### config.mk
export PLATFORM = sky130hd
export DESIGN_NAME = i_term_scan
export DESIGN_NICKNAME = d
export VERILOG_FILES = /design/src/rtl/i_term_scan.sv
export SDC_FILE = /design/constraint.sdc
export NUM_CORES = 1
export LEC_CHECK = 0
export ABC_AREA = 0
export CORE_MARGIN = 2
export CORE_UTILIZATION = 57
export DETAILED_ROUTE_END_ITERATION = 16
export PLACE_DENSITY = 0.83
export SLEW_MARGIN = 10
export SYNTH_ARGS = -nofsm -noshare
export SYNTH_HDL_FRONTEND = slang
export SYNTH_SLANG_ARGS = --single-unit
export TNS_END_PERCENT = 30
### constraint.sdc
create_clock -name clk -period 15.02 [get_ports clk]
set_input_delay 3.755 -clock clk [delete_from_list [all_inputs] [get_ports clk]]
set_output_delay 3.755 -clock clk [all_outputs]
set_load 0.01 [all_outputs]
### src/rtl/i_term_scan.sv
// Current-termination scanner: per channel, averages i*R/2^RSHIFT over 2^AVG_LOG2 samples,
// adds a common reference voltage, saturates to OW bits and hands the result out via valid/ready.
module i_term_scan #(
  parameter int NCH      = 4,
  parameter int IW       = 12,
  parameter int RW       = 8,
  parameter int OW       = 16,
  parameter int RSHIFT   = 4,
  parameter int AVG_LOG2 = 2
) (
  input  logic                  clk,
  input  logic                  rst,
  input  logic                  start,
  input  logic [NCH*IW-1:0]     i_in,
  input  logic [NCH*RW-1:0]     res,
  input  logic signed [OW-1:0]  refnode,
  output logic signed [OW-1:0]  vout,
  output logic [3:0]            ch_id,
  output logic                  sat,
  output logic                  out_valid,
  input  logic                  out_ready,
  output logic                  busy,
  output logic                  done
);

  localparam int PW = IW + RW + 1;
  localparam int AW = PW + AVG_LOG2;
  localparam int CW = AVG_LOG2 + 1;
  localparam int SW = ((OW > AW) ? OW : AW) + 1;

  localparam logic [1:0] ST_IDLE = 2'd0;
  localparam logic [1:0] ST_ACC  = 2'd1;
  localparam logic [1:0] ST_OUT  = 2'd2;

  localparam logic [CW-1:0] LAST_SAMPLE = CW'((1 << AVG_LOG2) - 1);
  localparam logic [3:0]    LAST_CH     = 4'(NCH - 1);

  localparam logic signed [SW-1:0] VMAX = {{(SW-OW+1){1'b0}}, {(OW-1){1'b1}}};
  localparam logic signed [SW-1:0] VMIN = {{(SW-OW+1){1'b1}}, {(OW-1){1'b0}}};

  logic [1:0]            state;
  logic [3:0]            idx;
  logic signed [AW-1:0]  acc;
  logic [CW-1:0]         cnt;

  logic [IW-1:0]         i_sel;
  logic [RW-1:0]         res_sel;
  logic signed [PW-1:0]  full;
  logic signed [PW-1:0]  prod;
  logic signed [AW-1:0]  acc_next;
  logic signed [AW-1:0]  avg;
  logic signed [SW-1:0]  sum;
  logic signed [OW-1:0]  vout_next;
  logic                  clip;

  // Select the active channel's current and resistance codes.
  always_comb begin
    i_sel   = '0;
    res_sel = '0;
    for (int k = 0; k < NCH; k++) begin
      if (idx == 4'(k)) begin
        i_sel   = i_in[k*IW +: IW];
        res_sel = res[k*RW +: RW];
      end else begin
        i_sel   = i_sel;
        res_sel = res_sel;
      end
    end
  end

  // Product, running sum including this cycle's sample, and the saturated output value.
  // The output is taken from acc_next so the final sample counts on the OUT-entry edge.
  always_comb begin
    full     = $signed(i_sel) * $signed({1'b0, res_sel});
    prod     = full >>> RSHIFT;
    acc_next = acc + AW'(prod);
    avg      = acc_next >>> AVG_LOG2;
    sum      = SW'(refnode) + SW'(avg);
    if (sum > VMAX) begin
      vout_next = {1'b0, {(OW-1){1'b1}}};
      clip      = 1'b1;
    end else if (sum < VMIN) begin
      vout_next = {1'b1, {(OW-1){1'b0}}};
      clip      = 1'b1;
    end else begin
      vout_next = sum[OW-1:0];
      clip      = 1'b0;
    end
  end

  // Frame sequencer: accumulate each channel, present it, advance on acceptance.
  always_ff @(posedge clk) begin
    if (rst) begin
      state <= ST_IDLE;
      idx   <= 4'd0;
      acc   <= '0;
      cnt   <= '0;
      vout  <= '0;
      ch_id <= 4'd0;
      sat   <= 1'b0;
      done  <= 1'b0;
    end else begin
      done <= 1'b0;
      case (state)
        ST_IDLE: begin
          if (start) begin
            state <= ST_ACC;
            idx   <= 4'd0;
            acc   <= '0;
            cnt   <= '0;
          end else begin
            state <= ST_IDLE;
          end
        end
        ST_ACC: begin
          acc <= acc_next;
          cnt <= cnt + CW'(1);
          if (cnt == LAST_SAMPLE) begin
            state <= ST_OUT;
            vout  <= vout_next;
            sat   <= clip;
            ch_id <= idx;
          end else begin
            state <= ST_ACC;
          end
        end
        ST_OUT: begin
          if (out_ready) begin
            if (idx == LAST_CH) begin
              state <= ST_IDLE;
              done  <= 1'b1;
            end else begin
              state <= ST_ACC;
              idx   <= idx + 4'd1;
              acc   <= '0;
              cnt   <= '0;
            end
          end else begin
            state <= ST_OUT;
          end
        end
        default: begin
          state <= ST_IDLE;
        end
      endcase
    end
  end

  assign out_valid = (state == ST_OUT);
  assign busy      = (state != ST_IDLE);

endmodule

==> flow_metrics.env <==
export IMPL_fill_cells=1183
export IMPL_hold_viol_final=0
export IMPL_finalCritPeriodShare_pct=88.7
export IMPL_timing_hold_ws_ns=0.453
export IMPL_synth_edf_count=0
export IMPL_yosysSeqAreaShare_pct=12.7
export IMPL_die_h_um=126
export IMPL_grt_pass1_wl_um=34900
export IMPL_r2r_start="idx[0]"
export IMPL_clock_latency_ns=0.30
export IMPL_reg2reg_to="vout[3]"
export IMPL_r2r_cells=36
export IMPL_antenna_found_initial=0
export IMPL_nets=1436
export IMPL_start_util_pct=58.5
export IMPL_cp_arrival_ns=13.49
export IMPL_hold_start="ch_id[3]"
export IMPL_synth_area_leaders="fa_1 (19%), ha_1 (13%), dfxtp_1 (13%)"
export IMPL_drive_gt1_share_pct=4.54
export IMPL_maxSlewHeadroom_pct=17.5
export IMPL_cts_resized=0
export IMPL_skew_ns=0.00662
export IMPL_firstDrtPassIters=5
export IMPL_tightest_slew_ns=1.23
export IMPL_synth_distinct_cells=74
export IMPL_synth_top_cell_by_area="fa_1"
export IMPL_num_rows=44
export IMPL_most_common_layout_cells="nor2_1 (159), inv_1 (150), clkdlybuf4s50_1 (122)"
export IMPL_gr_total_overflow=0
export IMPL_cpMaxStageDelayCell="o31ai_1"
export IMPL_yosysTopAreaCellShare_pct=18.8
export IMPL_fin_crit_ns=13.33
export IMPL_final_util_pct=69.2
export IMPL_worst_hold_path_type="reg2reg"
export IMPL_wl_per_cell_um=15.6
export IMPL_postCtsHoldBufs=0
export IMPL_clock_sinks=54
export IMPL_htreeDepth=2
export IMPL_netlist_area_um2=8540
export IMPL_cts_buffers=5
export IMPL_vias=7814
export IMPL_avgSynthCellArea_um2=8.03
export IMPL_vias_per_cell=5.78
export IMPL_rrSetupSlack_ns=4.17
export IMPL_drc=0
export IMPL_slowest_delay_ns=1.02
export IMPL_criticalPathCategory="in2reg"
export IMPL_clk_pin_slew_ns=0.07
export IMPL_postCtsSetupBuffers=0
export IMPL_finalSetupTns_ns=0
export IMPL_async_flop_share_pct=0
export IMPL_coreArea_um2=14600
export IMPL_cp_max_fo=16
export IMPL_finalSetupViolCount=0
export IMPL_grt_usage_pct=26.0
export IMPL_design_area_um2=10100
export IMPL_placed_area_um2=9930
export IMPL_cts_tree="done"
export IMPL_status="completed"
export IMPL_clockBufferDepth=2
export IMPL_area_growth_pct=18.1
export IMPL_ys_dominant_reg_cell="dfxtp_1"
export IMPL_routed_wl_um=21000
export IMPL_hold_end="ch_id[3]"
export IMPL_ios=124
export IMPL_synthCells=1064
export IMPL_first_global_vias=7431
export IMPL_hpwlAfterDp_um=17000
export IMPL_worstSetupEndpointType="flip-flop"
export IMPL_n_antenna_cell=0
export IMPL_slew_violations=0
export IMPL_fp_dieW_um=126
export IMPL_hold_path_depth=2
export IMPL_antenna_left=0
export IMPL_ys_warn_count=0
export IMPL_grt_start_max_net_pins=58
export IMPL_synth_fp_nets=1333
export IMPL_cp_common_cell="fa_1"
export IMPL_first_iter_violations=553
export IMPL_ys_ff_latch=54
export IMPL_port_buffers=123
export IMPL_rsz0062_at_grt="false"
export IMPL_cp_data_required_time_ns=15.18
export IMPL_fmax_mhz=75.0
export IMPL_cts_root_buf="clkbuf_16"
export IMPL_place_congestion=0.924
export IMPL_start_kind="primary input"
export IMPL_die_area_um2=16000
export IMPL_mostFrequentLayoutCell="nor2_1"
export IMPL_drv_cap=0
==> cells by family (layout without fill, tap and decap cells) <==
logic type | Yosys count | after routing | share of synthesized area, %
buffers and inverters | 185 | 289 | 8.23
xor gates and xnor gates | 49 | 49 | 5.20
muxes | 16 | 16 | 1.98
DFF | 54 | 54 | 12.7
adders and majority gates | 169 | 169 | 31.8
and+or+nand+nor | 355 | 355 | 19.5
AOI/OAI and AO/OA | 236 | 236 | 20.7
==> cell type report <==
| type | instances | area, um^2 | area share [%] |
|---|---|---|---|
| Multi-Input combinational cell | 825 | 6770 | 67.1 |
| Timing Repair Buffer | 131 | 1290 | 12.7 |
| Sequential cell | 54 | 1080 | 10.7 |
| Clock inverter | 1 | 30.0 | 0.298 |
| Tap cell | 184 | 230 | 2.28 |
| Clock buffer | 7 | 133 | 1.31 |
| Inverter | 150 | 563 | 5.58 |
==> cell usage after synthesis, types with 3 or more instances <==
master / instances
a211o_1: 5
a211oi_1: 8
a21o_1: 17
a21oi_1: 57
a221oi_1: 21
a22oi_1: 20
a31oi_1: 6
and2_1: 10
and3_1: 9
and4_1: 4
buf_1: 3
clkbuf_1: 30
dfxtp_1: 54
fa_1: 80
ha_1: 89
inv_1: 150
mux2_2: 7
mux2i_1: 9
nand2_1: 78
nand2b_1: 8
nand3_1: 19
nand3b_1: 3
nand4_1: 4
nor2_1: 159
nor2b_1: 7
nor3_1: 23
nor3b_1: 3
o211ai_1: 5
o21a_1: 11
o21ai_0: 27
o21bai_1: 9
o2bb2ai_1: 6
o31a_1: 5
o31ai_1: 8
o32ai_1: 6
o32ai_2: 4
or2_2: 4
or3_1: 10
xnor2_1: 29
xor2_1: 18
==> worst max-delay path by stage <==
stage	start	to	slack, ns
finish	res[10]	vout[3]	1.69
detailed placement	res[2]	vout[1]	1.61
global placement	res[7]	vout[0]	1.83
global route	res[10]	vout[0]	1.21
CTS	res[10]	vout[3]	1.89
floorplan	res[2]	vout[4]	3.42
==> routing by layer <==
metal | wire, um | up-vias | track usage, %
met4 | 370 | 0 | 6.01
met1 | 9310 | 3737 | 35.2
met3 | 982 | 31 | 3.96
met5 | 0 | - | 0
met2 | 10400 | 218 | 43.9
li1 | - | 3828 | -
==> state kept, by name, summed over array words and instances (netlist names) <==
signal / cells
vout: 16
idx: 4
sat: 1
acc: 23
ch_id: 4
done: 1
state: 2
cnt: 3
==> per-stage QoR <==
| stage | cells | setup WS (ns) |
|---|---|---|
| after global routing | 1352 | 1.21 |
| after detailed placement | 1344 | 1.61 |
| after floorplan | 1064 | 3.42 |
| after CTS | 1352 | 1.89 |
| after global placement | 1344 | 1.83 |
| final | 1352 | 1.69 |
==> critical path, delay by kind of cell <==
family,cells,cell delay (ns)
buffers and inverters,4,0.61
AO/OA/AOI/OAI,11,3.85
XOR/XNOR,2,0.38
AND/OR/NAND/NOR,11,1.80
adder cells (fa/ha/maj),7,3.10
Power is left out: the tool's default activity adds up to more than one toggle a clock period on the data nets, which glitch-free logic cannot reach.
